==> src/rtl/muldiv_pkg.sv <==
// Shared encodings and sizes for the iterative multiply/divide unit.
package muldiv_pkg;
  localparam int WIDTH = 32;
  localparam int ITER  = 32;

  localparam logic [2:0] OP_MULT  = 3'b000;
  localparam logic [2:0] OP_MULTU = 3'b001;
  localparam logic [2:0] OP_DIV   = 3'b010;
  localparam logic [2:0] OP_DIVU  = 3'b011;
  localparam logic [2:0] OP_MADD  = 3'b100;
  localparam logic [2:0] OP_MADDU = 3'b101;
  localparam logic [2:0] OP_MSUB  = 3'b110;
  localparam logic [2:0] OP_MSUBU = 3'b111;

  typedef enum logic [1:0] {IDLE, RUN, FIX} state_t;
endpackage

==> src/rtl/muldiv_unit.sv <==
// Radix-2 multiply / restoring divide with HI/LO accumulator; 32 RUN cycles + 1 FIX cycle,
// result written at the FIX->IDLE edge. Busy is a registered state decode; Start is ignored while busy.
module muldiv_unit
  import muldiv_pkg::*;
#(
  parameter int WIDTH = 32
) (
  input  logic             Clk,
  input  logic             Reset,
  input  logic             Start,
  input  logic [2:0]       Op,
  input  logic [WIDTH-1:0] A,
  input  logic [WIDTH-1:0] B,
  input  logic             Flush,
  input  logic             WriteHi,
  input  logic             WriteLo,
  input  logic [WIDTH-1:0] WriteData,
  output logic             Busy,
  output logic             Done,
  output logic [WIDTH-1:0] Hi,
  output logic [WIDTH-1:0] Lo
);

  state_t             r_state, w_state_nxt;
  logic [4:0]         r_cnt;
  logic [2*WIDTH-1:0] r_work;
  logic [WIDTH-1:0]   r_a, r_b, r_a_raw, r_hi, r_lo;
  logic [2:0]         r_op;
  logic               r_neg_p, r_neg_r, r_done;

  logic               w_signed, w_start, w_is_div, w_busy, w_qbit;
  logic [WIDTH-1:0]   w_abs_a, w_abs_b, w_quo, w_rem;
  logic [2*WIDTH-1:0] w_mul_step, w_div_step, w_prod, w_res;
  logic [WIDTH:0]     w_rem_sh, w_diff;

  assign w_signed = ~Op[0];
  assign w_start  = (r_state == IDLE) & Start & ~Flush;
  assign w_is_div = (r_op == OP_DIV) | (r_op == OP_DIVU);
  assign w_abs_a  = (w_signed & A[WIDTH-1]) ? -A : A;
  assign w_abs_b  = (w_signed & B[WIDTH-1]) ? -B : B;

  always_ff @(posedge Clk or posedge Reset) begin
    if (Reset) r_state <= IDLE;
    else       r_state <= w_state_nxt;
  end

  always_comb begin
    w_state_nxt = r_state;
    case (r_state)
      IDLE:    if (w_start) w_state_nxt = RUN;
      RUN:     if (Flush) w_state_nxt = IDLE;
               else if (r_cnt == 5'(ITER - 1)) w_state_nxt = FIX;
      FIX:     w_state_nxt = IDLE;
      default: w_state_nxt = IDLE;
    endcase
  end

  always_comb begin
    w_busy = (r_state != IDLE);
  end

  // Multiply consumes the multiplier MSB-first (Horner); divide consumes the dividend MSB-first.
  assign w_mul_step = {r_work[2*WIDTH-2:0], 1'b0} + (r_b[WIDTH-1] ? {{WIDTH{1'b0}}, r_a} : '0);
  assign w_rem_sh   = {r_work[2*WIDTH-1:WIDTH], r_a[WIDTH-1]};
  assign w_diff     = w_rem_sh - {1'b0, r_b};
  assign w_qbit     = ~w_diff[WIDTH];
  assign w_div_step = {(w_qbit ? w_diff[WIDTH-1:0] : w_rem_sh[WIDTH-1:0]),
                       r_work[WIDTH-2:0], w_qbit};

  assign w_quo  = r_work[WIDTH-1:0];
  assign w_rem  = r_work[2*WIDTH-1:WIDTH];
  assign w_prod = r_neg_p ? (-r_work) : r_work;

  always_comb begin
    w_res = w_prod;
    case (r_op)
      OP_MADD, OP_MADDU: w_res = {r_hi, r_lo} + w_prod;
      OP_MSUB, OP_MSUBU: w_res = {r_hi, r_lo} - w_prod;
      OP_DIV, OP_DIVU: begin
        if (r_b == '0) w_res = {r_a_raw, {WIDTH{1'b1}}};
        else           w_res = {(r_neg_r ? -w_rem : w_rem), (r_neg_p ? -w_quo : w_quo)};
      end
      default:           w_res = w_prod;
    endcase
  end

  always_ff @(posedge Clk or posedge Reset) begin
    if (Reset) begin
      r_cnt   <= '0;
      r_work  <= '0;
      r_a     <= '0;
      r_b     <= '0;
      r_a_raw <= '0;
      r_hi    <= '0;
      r_lo    <= '0;
      r_op    <= OP_MULT;
      r_neg_p <= 1'b0;
      r_neg_r <= 1'b0;
      r_done  <= 1'b0;
    end else begin
      r_done <= (r_state == FIX) & ~Flush;
      case (r_state)
        IDLE: begin
          if (WriteHi) r_hi <= WriteData;
          if (WriteLo) r_lo <= WriteData;
          if (w_start) begin
            r_a     <= w_abs_a;
            r_b     <= w_abs_b;
            r_a_raw <= A;
            r_op    <= Op;
            r_neg_p <= w_signed & (A[WIDTH-1] ^ B[WIDTH-1]);
            r_neg_r <= w_signed & A[WIDTH-1];
            r_work  <= '0;
            r_cnt   <= '0;
          end
        end
        RUN: begin
          r_cnt <= r_cnt + 5'd1;
          if (w_is_div) begin
            r_work <= w_div_step;
            r_a    <= r_a << 1;
          end else begin
            r_work <= w_mul_step;
            r_b    <= r_b << 1;
          end
        end
        FIX: begin
          if (!Flush) {r_hi, r_lo} <= w_res;
        end
        default: ;
      endcase
    end
  end

  assign Busy = w_busy;
  assign Done = r_done;
  assign Hi   = r_hi;
  assign Lo   = r_lo;

endmodule

==> config.mk <==
export PLATFORM = sky130hd
export DESIGN_NAME = muldiv_unit
export DESIGN_NICKNAME = d
export VERILOG_FILES = /design/src/rtl/muldiv_pkg.sv /design/src/rtl/muldiv_unit.sv
export SDC_FILE = /design/constraint.sdc
export NUM_CORES = 1
export LEC_CHECK = 0
export ABC_AREA = 1
export BUFFER_PORTS_ARGS = -buffer_cell sky130_fd_sc_hd__buf_4
export CAP_MARGIN = 20
export CORE_MARGIN = 3
export CORE_UTILIZATION = 60
export DETAILED_ROUTE_END_ITERATION = 7
export PLACE_DENSITY = 0.79
export SYNTH_ARGS = -nofsm -noshare
export SYNTH_HDL_FRONTEND = slang
export SYNTH_SLANG_ARGS = --single-unit
==> constraint.sdc <==
create_clock -name Clk -period 8.1 [get_ports Clk]
set_input_delay 0 -clock Clk [delete_from_list [all_inputs] [get_ports Clk]]
set_output_delay 0 -clock Clk [all_outputs]
set_load 0.03 [all_outputs]
Yosys cells after proc, flatten, opt, wreduce, memory -nomap -nowiden
Cells that the tools add are included.
{"block": "op_classes", "n_shift": 0, "n_lt_le_gt_ge": 0, "bitwise": 11, "div_mod_pow": 0, "n_eq_ne": 16, "n_reduce_logical": 15, "n_addsub": 10, "mux": 30, "mul": 0}
{"cell": "32-bit two-way mux", "n": 14}
{"cell": "64-bit two-way mux", "n": 4}
{"cell": "32-bit case mux with 2 select lines", "n": 4}
{"cell": "64-bit case mux with 3 select lines", "n": 1}
{"cell": "32-bit negation", "n": 4}
{"cell": "64-bit case mux with 2 select lines", "n": 1}
{"cell": "64-bit by 32-bit adder with 64-bit output", "n": 1}
{"cell": "64-bit adder", "n": 1}
{"cell": "64-bit negation", "n": 1}
{"cell": "64-bit subtractor", "n": 1}
{"cell": "33-bit by 32-bit subtractor with 33-bit output", "n": 1}
{"cell": "32-bit zero test", "n": 1}
{"cell": "3-bit equality test, second input constant", "n": 4}
{"cell": "2-bit != test, second input constant", "n": 6}
{"cell": "3-bit AND reduction", "n": 4}
{"cell": "5-bit case mux with 2 select lines", "n": 1}
{"cell": "1-bit AND", "n": 6}
{"cell": "3-bit by 2-bit equality test with 1-bit output, second input constant", "n": 2}
{"cell": "2-bit two-way mux", "n": 3}
{"cell": "2-bit AND reduction", "n": 3}
{"cell": "2-bit nonzero test", "n": 3}
{"cell": "2-bit OR reduction", "n": 3}
{"cell": "5-bit by 1-bit adder with 5-bit output, second input constant", "n": 1}
{"cell": "5-bit equality test, second input constant", "n": 1}
{"cell": "9 further kinds", "n": 11}
{"block": "totals", "rom_bits": 0, "register_bits": 237, "latch_bits": 0, "n_memories": 0, "out_inout_bits": 66, "in_bits": 105, "ram_bits": 0, "word_cells": 94}

Logic depth before layout (Yosys ltp)
{"block": "logic_depth", "ltp_word": 6, "ltp_mapped": 38, "ltp_nobuf": 38}

Least setup slack after synthesis
No wires, ideal clock.
{"block": "synth_timing", "path_kind": "register to register", "start": "register r_work[0]", "end": "register r_hi[19], in the netlist Hi[19]", "t_required_ps": 8023, "stages_incl_launch_ff": 30, "setup_ps": 77, "path_buffers": 0, "period_less_slack_ps": 4224, "arrival_time_ps": 4147, "setup_slack_ps": 3876, "cell_sequence": "dfrtp_1 inv_2 ha_1 o21ai_0 nand2_1 inv_1 nand2_1 nor3_4 nand3_1 nor4_1 nand2_1 o31ai_1 xnor2_1 inv_1 ha_1 nand2_1 inv_1 a21oi_1 o21ai_0 a21oi_1 nand2_1 nand2_1 nand3_1 a21oi_1 o21ai_0 nand2_1 nand2_1 o21ai_0 nand2_1 a21oi_1"}
{"block": "synth_via", "elab_chain_cells": 6, "word_cells_on_any_way": 7, "cone_classes": "3 x add/sub; 4 x mux"}
{"element": "from (decl)", "line_no": "muldiv_unit.sv:26", "rtl": "logic [2*WIDTH-1:0] r_work;"}
{"element": "from (signal assigned)", "line_no": "muldiv_unit.sv:120", "rtl": "r_work <= w_div_step;"}
{"element": "from (signal assigned)", "line_no": "muldiv_unit.sv:123", "rtl": "r_work <= w_mul_step;"}
{"element": "64-bit negation", "line_no": "muldiv_unit.sv:72", "rtl": "assign w_prod = r_neg_p ? (-r_work) : r_work;"}
{"element": "64-bit two-way mux *", "line_no": "muldiv_unit.sv:72"}
{"element": "64-bit subtractor / 64-bit adder (equally long branches)", "line_no": "muldiv_unit.sv:78, muldiv_unit.sv:77"}
{"element": "64-bit case mux with 3 select lines *", "line_no": "muldiv_unit.sv:76", "rtl": "case (r_op)"}
{"element": "32-bit two-way mux *", "line_no": "muldiv_unit.sv:128", "rtl": "if (!Flush) {r_hi, r_lo} <= w_res;"}
{"element": "32-bit case mux with 2 select lines *", "line_no": "muldiv_unit.sv:102", "rtl": "case (r_state)"}
{"element": "to (signal assigned)", "line_no": "muldiv_unit.sv:104", "rtl": "if (WriteHi) r_hi <= WriteData;"}
{"element": "to (signal assigned)", "line_no": "muldiv_unit.sv:128"}
{"element": "to (decl)", "line_no": "muldiv_unit.sv:27", "rtl": "logic [WIDTH-1:0] r_a, r_b, r_a_raw, r_hi, r_lo;"}
Mark *: on every way between the ends. The rest lies on a longest branch, timed or not. The select of a mux whose other input is x is not followed.
A chain may end at the register's enable or synchronous reset.

Worst setup path in the final report
{"block": "layout_timing", "start": "register r_neg_p", "end": "register r_hi[22], in the netlist Hi[22]"}
{"block": "layout_via", "elab_chain_cells": 5, "word_cells_on_any_way": 6, "cone_classes": "2 x add/sub; 4 x mux"}
{"element": "from (decl)", "line_no": "muldiv_unit.sv:29", "rtl": "logic r_neg_p, r_neg_r, r_done;"}
{"element": "from (signal assigned)", "line_no": "muldiv_unit.sv:111", "rtl": "r_neg_p <= w_signed & (A[WIDTH-1] ^ B[WIDTH-1]);"}
{"element": "64-bit two-way mux *", "line_no": "muldiv_unit.sv:72"}
{"element": "64-bit subtractor / 64-bit adder (equally long branches)", "line_no": "muldiv_unit.sv:78, muldiv_unit.sv:77"}
{"element": "64-bit case mux with 3 select lines *", "line_no": "muldiv_unit.sv:76"}
{"element": "32-bit two-way mux *", "line_no": "muldiv_unit.sv:128"}
{"element": "32-bit case mux with 2 select lines *", "line_no": "muldiv_unit.sv:102"}
Marked as above.

==> impl_metrics.py <==
metrics = {
    "run_status": {
        "status": "finished, final reports clean",
    },
    "yosys": {
        "netlist_top_cells_area": "dfrtp_1 22%, nand2_1 15%, inv_1 7.8%",
        "avgSynthCellArea_sq_um": 6.106,
        "ys.flop_type": "dfrtp_1",
        "synth_fp_nets": 4585,
        "ys_async_sr_fraction": 1.000,
        "yosysWarnings": 0,
        "yosysUniqueCellTypes": 64,
        "yosys.area.top_type_share": 0.2227,
        "synth_edf_count": 0,
        "netlist_area_sq_mm": 0.02652,
        "synth-seq-cells": 236,
        "seq_area_frac_synth": 0.2227,
        "yosysTopAreaCell": "dfrtp_1",
        "netlist_instances": 4343,
    },
    "pwr": {
        "switchingPower_w": 0.008462,
        "p_clk_frac": 0.099,
        "pwr-share-seq": 0.156,
        "worst_ir_drop_vdd_mv": 0.2621,
        "intPower_w": 0.005648,
        "total_leakage_power_nw": 14.79,
        "power_density_mw_per_mm2": 465.2,
        "combPwrFrac": 0.744,
        "swShare": 0.5997,
    },
    "routing": {
        "routed.top_layer": "met5",
        "antenna_left": 0,
        "wl_met2_um": 45960,
        "first_pass_iters": 8,
        "drt_iter0_drc": 4110,
        "wire_per_inst_um": 21.39,
        "detail_route.vias_per_cell": 6.183,
        "routed-wl-met3_um": 13680,
        "wl_um": 110100,
        "dr_total_vias": 31820,
        "drc": 0,
        "m1WireLength_um": 41960,
    },
    "timing": {
        "whs_ns": 0.03307,
        "finClkSkew_ns": 0.01940,
        "hold_viol": 0,
        "timing.final.crit_share": 0.7931,
        "maxSlewHeadroom": 0.3047,
        "slew_violations": 0,
        "fin_setup_tns_ns": 0,
        "setup_viol": 0,
        "max_freq_mhz": 155.7,
        "rsz0062_at_grt": "no",
        "worstMarginPinSlew_ns": 1.039,
        "min_period_ns": 6.424,
    },
    "critical_path": {
        "reg2regPathDepth": 25,
        "cp-start-kind": "flip-flop",
        "critPathArrivalTime_ns": 6.97,
        "critPathRequiredTime_ns": 8.64,
        "r2r_start": "r_neg_p",
        "r2r_end": "Hi[22]",
        "crit_type": "flip-flop to flip-flop",
        "rrSetupSlack_ns": 1.68,
        "worstPathMaxFanout": 50,
        "end_kind": "flip-flop",
    },
    "floorplanning": {
        "fp.dieW_um": 216.2,
        "dieArea_sq_mm": 0.04676,
        "die_h_um": 216.2,
        "core_sq_mm": 0.04336,
        "rows": 76,
        "start_util": 0.6116,
        "pin_count": 171,
    },
    "grt": {
        "grt_usage": 0.4562,
        "grt_pass1_wl_um": 168600,
        "grt_start_max_net_pins": 121,
        "grt_overflow_total": 0,
        "grt_pass1_vias": 29420,
        "antenna_found_initial": 4,
    },
    "placement": {
        "gp_congestion": 1.058,
        "io_buffers": 170,
        "dpl.hpwl_um": 82060,
        "placed_area_sq_mm": 0.02816,
    },
    "cells_and_area": {
        "utilization": 0.6995,
        "final_cell_mix": "1031 x nand2_1, 549 x inv_1, 533 x nor2_1, 378 x o21ai_0, 333 x a21oi_1",
        "finalInstanceArea_sq_mm": 0.03033,
        "nets": 4779,
        "final_common_cell": "nand2_1",
        "layout-drive-gt1-share": 0.08971,
        "n_fill_cell": 3794,
        "area_delta_synth_final_pct": 14.38,
    },
    "clock_network": {
        "root_buffer": "clkbuf_16",
        "clk_pin_slew_ns": 0.07,
        "cts_tree": "built",
        "clk_latency_ns": 0.62,
        "cts_max_level": 1,
        "cts_buffer_depth": 3,
        "cts_resized": 0,
        "cts_made_buffers": 29,
        "cts_sinks": 236,
    },
    "job": {
        "max_cap_violations": 0,
    },
    "min_path": {
        "hold_path.class": "input pin to async pin",
    },
}
==> what timing repair did <==
item,4_1_cts,5_1_grt
hold buffers,116,0
hold endpoints to repair,281,0
setup buffers,0,0
==> final cells by class <==
| type | instances | area (sq um) | area share |
|---|---|---|---|
| clock buffers | 38 | 819.5 | 0.02702 |
| well taps | 585 | 732.0 | 0.02413 |
| multi-input cells | 3386 | 17880 | 0.5896 |
| clock inverters | 15 | 182.7 | 0.006022 |
| inverters | 568 | 2140 | 0.07054 |
| repair buffers | 316 | 2663 | 0.08778 |
| flip-flops and latches | 236 | 5908 | 0.1948 |
| diodes | 2 | 5.005 | 0.0001650 |
==> Yosys cell counts (9+ instances only) <==
cell,count
nand2_1,1031
inv_1,551
nor2_1,537
o21ai_0,378
a21oi_1,333
dfrtp_1,236
nand3_1,218
ha_1,134
clkbuf_1,110
xor2_1,109
a31oi_1,85
o221ai_1,76
o211ai_1,68
nor3_1,54
nand4_1,49
nand2_2,42
xnor2_1,34
or2_2,32
buf_2,30
nor2_2,23
nor4_1,22
o21ai_1,19
o31ai_1,15
o22ai_1,13
a21boi_0,12
inv_2,12
o21bai_1,10
buf_1,9
==> sequential cells by signal, summed over array words and instances (netlist names), 2 cells and up <==
register  cells
Hi           32
r_b          32
r_work       64
Lo           32
r_state       2
r_a_raw      32
r_a          32
r_cnt         5
r_op          2
==> power by group through the flow <==
stage | clock [W] | combinational (W) | sequential (W)
global route | 0.00145 | 0.0116 | 0.00222
detailed placement | 0 | 0.0100 | 0.00216
global placement | 0 | 0.00992 | 0.00215
finish | 0.00140 | 0.0105 | 0.00220
CTS | 0.00140 | 0.0101 | 0.00214
floorplan | 0 | 0.00751 | 0.00191
==> metrics by stage <==
step           worst slack, ns  cells  total power (W)
6_report                 1.676   5146          0.01411
4_1_cts                  1.839   5144          0.01365
3_5_place_dp             1.851   4975          0.01215
2_1_floorplan            1.625   4343         0.009421
5_1_grt                  1.189   5144          0.01523
3_3_place_gp             1.897   4975          0.01207
==> per-layer routing <==
layer,vias to the layer above,track usage
li1,14900,-
met1,14330,0.5797
met2,2141,0.6947
met3,447,0.1189
met4,2,0.2812
met5,-,0
==> worst max-delay path by stage <==
stage | from | to | slack (ns)
after floorplan | Reset | Done | 1.63
after global placement | r_neg_p | Hi[22] | 1.90
after detailed placement | r_neg_p | Hi[22] | 1.85
after CTS | r_neg_p | Hi[22] | 1.84
after global routing | r_neg_p | Hi[27] | 1.19
final | r_neg_p | Hi[22] | 1.68
==> kinds of logic after synthesis <==
| logic type | Yosys count | share of synthesized area |
|---|---|---|
| buffers and inverters | 721 | 0.1041 |
| AOI/OAI and AO/OA | 1052 | 0.2300 |
| DFF | 236 | 0.2227 |
| and+or+nand+nor | 2054 | 0.3305 |
| xor gates and xnor gates | 143 | 0.04723 |
| adders and majority gates | 137 | 0.06549 |
==> critical path, stage by stage (launching register included) <==
cell and delay (ns):
dfrtp_2 0.95, inv_1 0.45, o21ai_0 0.28, nand2_1 0.12, inv_1 0.09, nand2_1 0.11, nor3_4 0.24, nand3_1 0.17
nor2_2 0.22, nand2_2 0.11, nor2_4 0.18, nand2_2 0.12, o41ai_1 0.31, xor2_1 0.16, ha_1 0.45, nand2_1 0.12
nor2_1 0.20, inv_1 0.18, nor4_1 0.72, nand3_1 0.27, nand2_1 0.23, a21oi_1 0.11, xor2_1 0.17, o211ai_1 0.17
nand2_1 0.07, a21oi_1 0.14
Power figures use the tool's default switching activity.
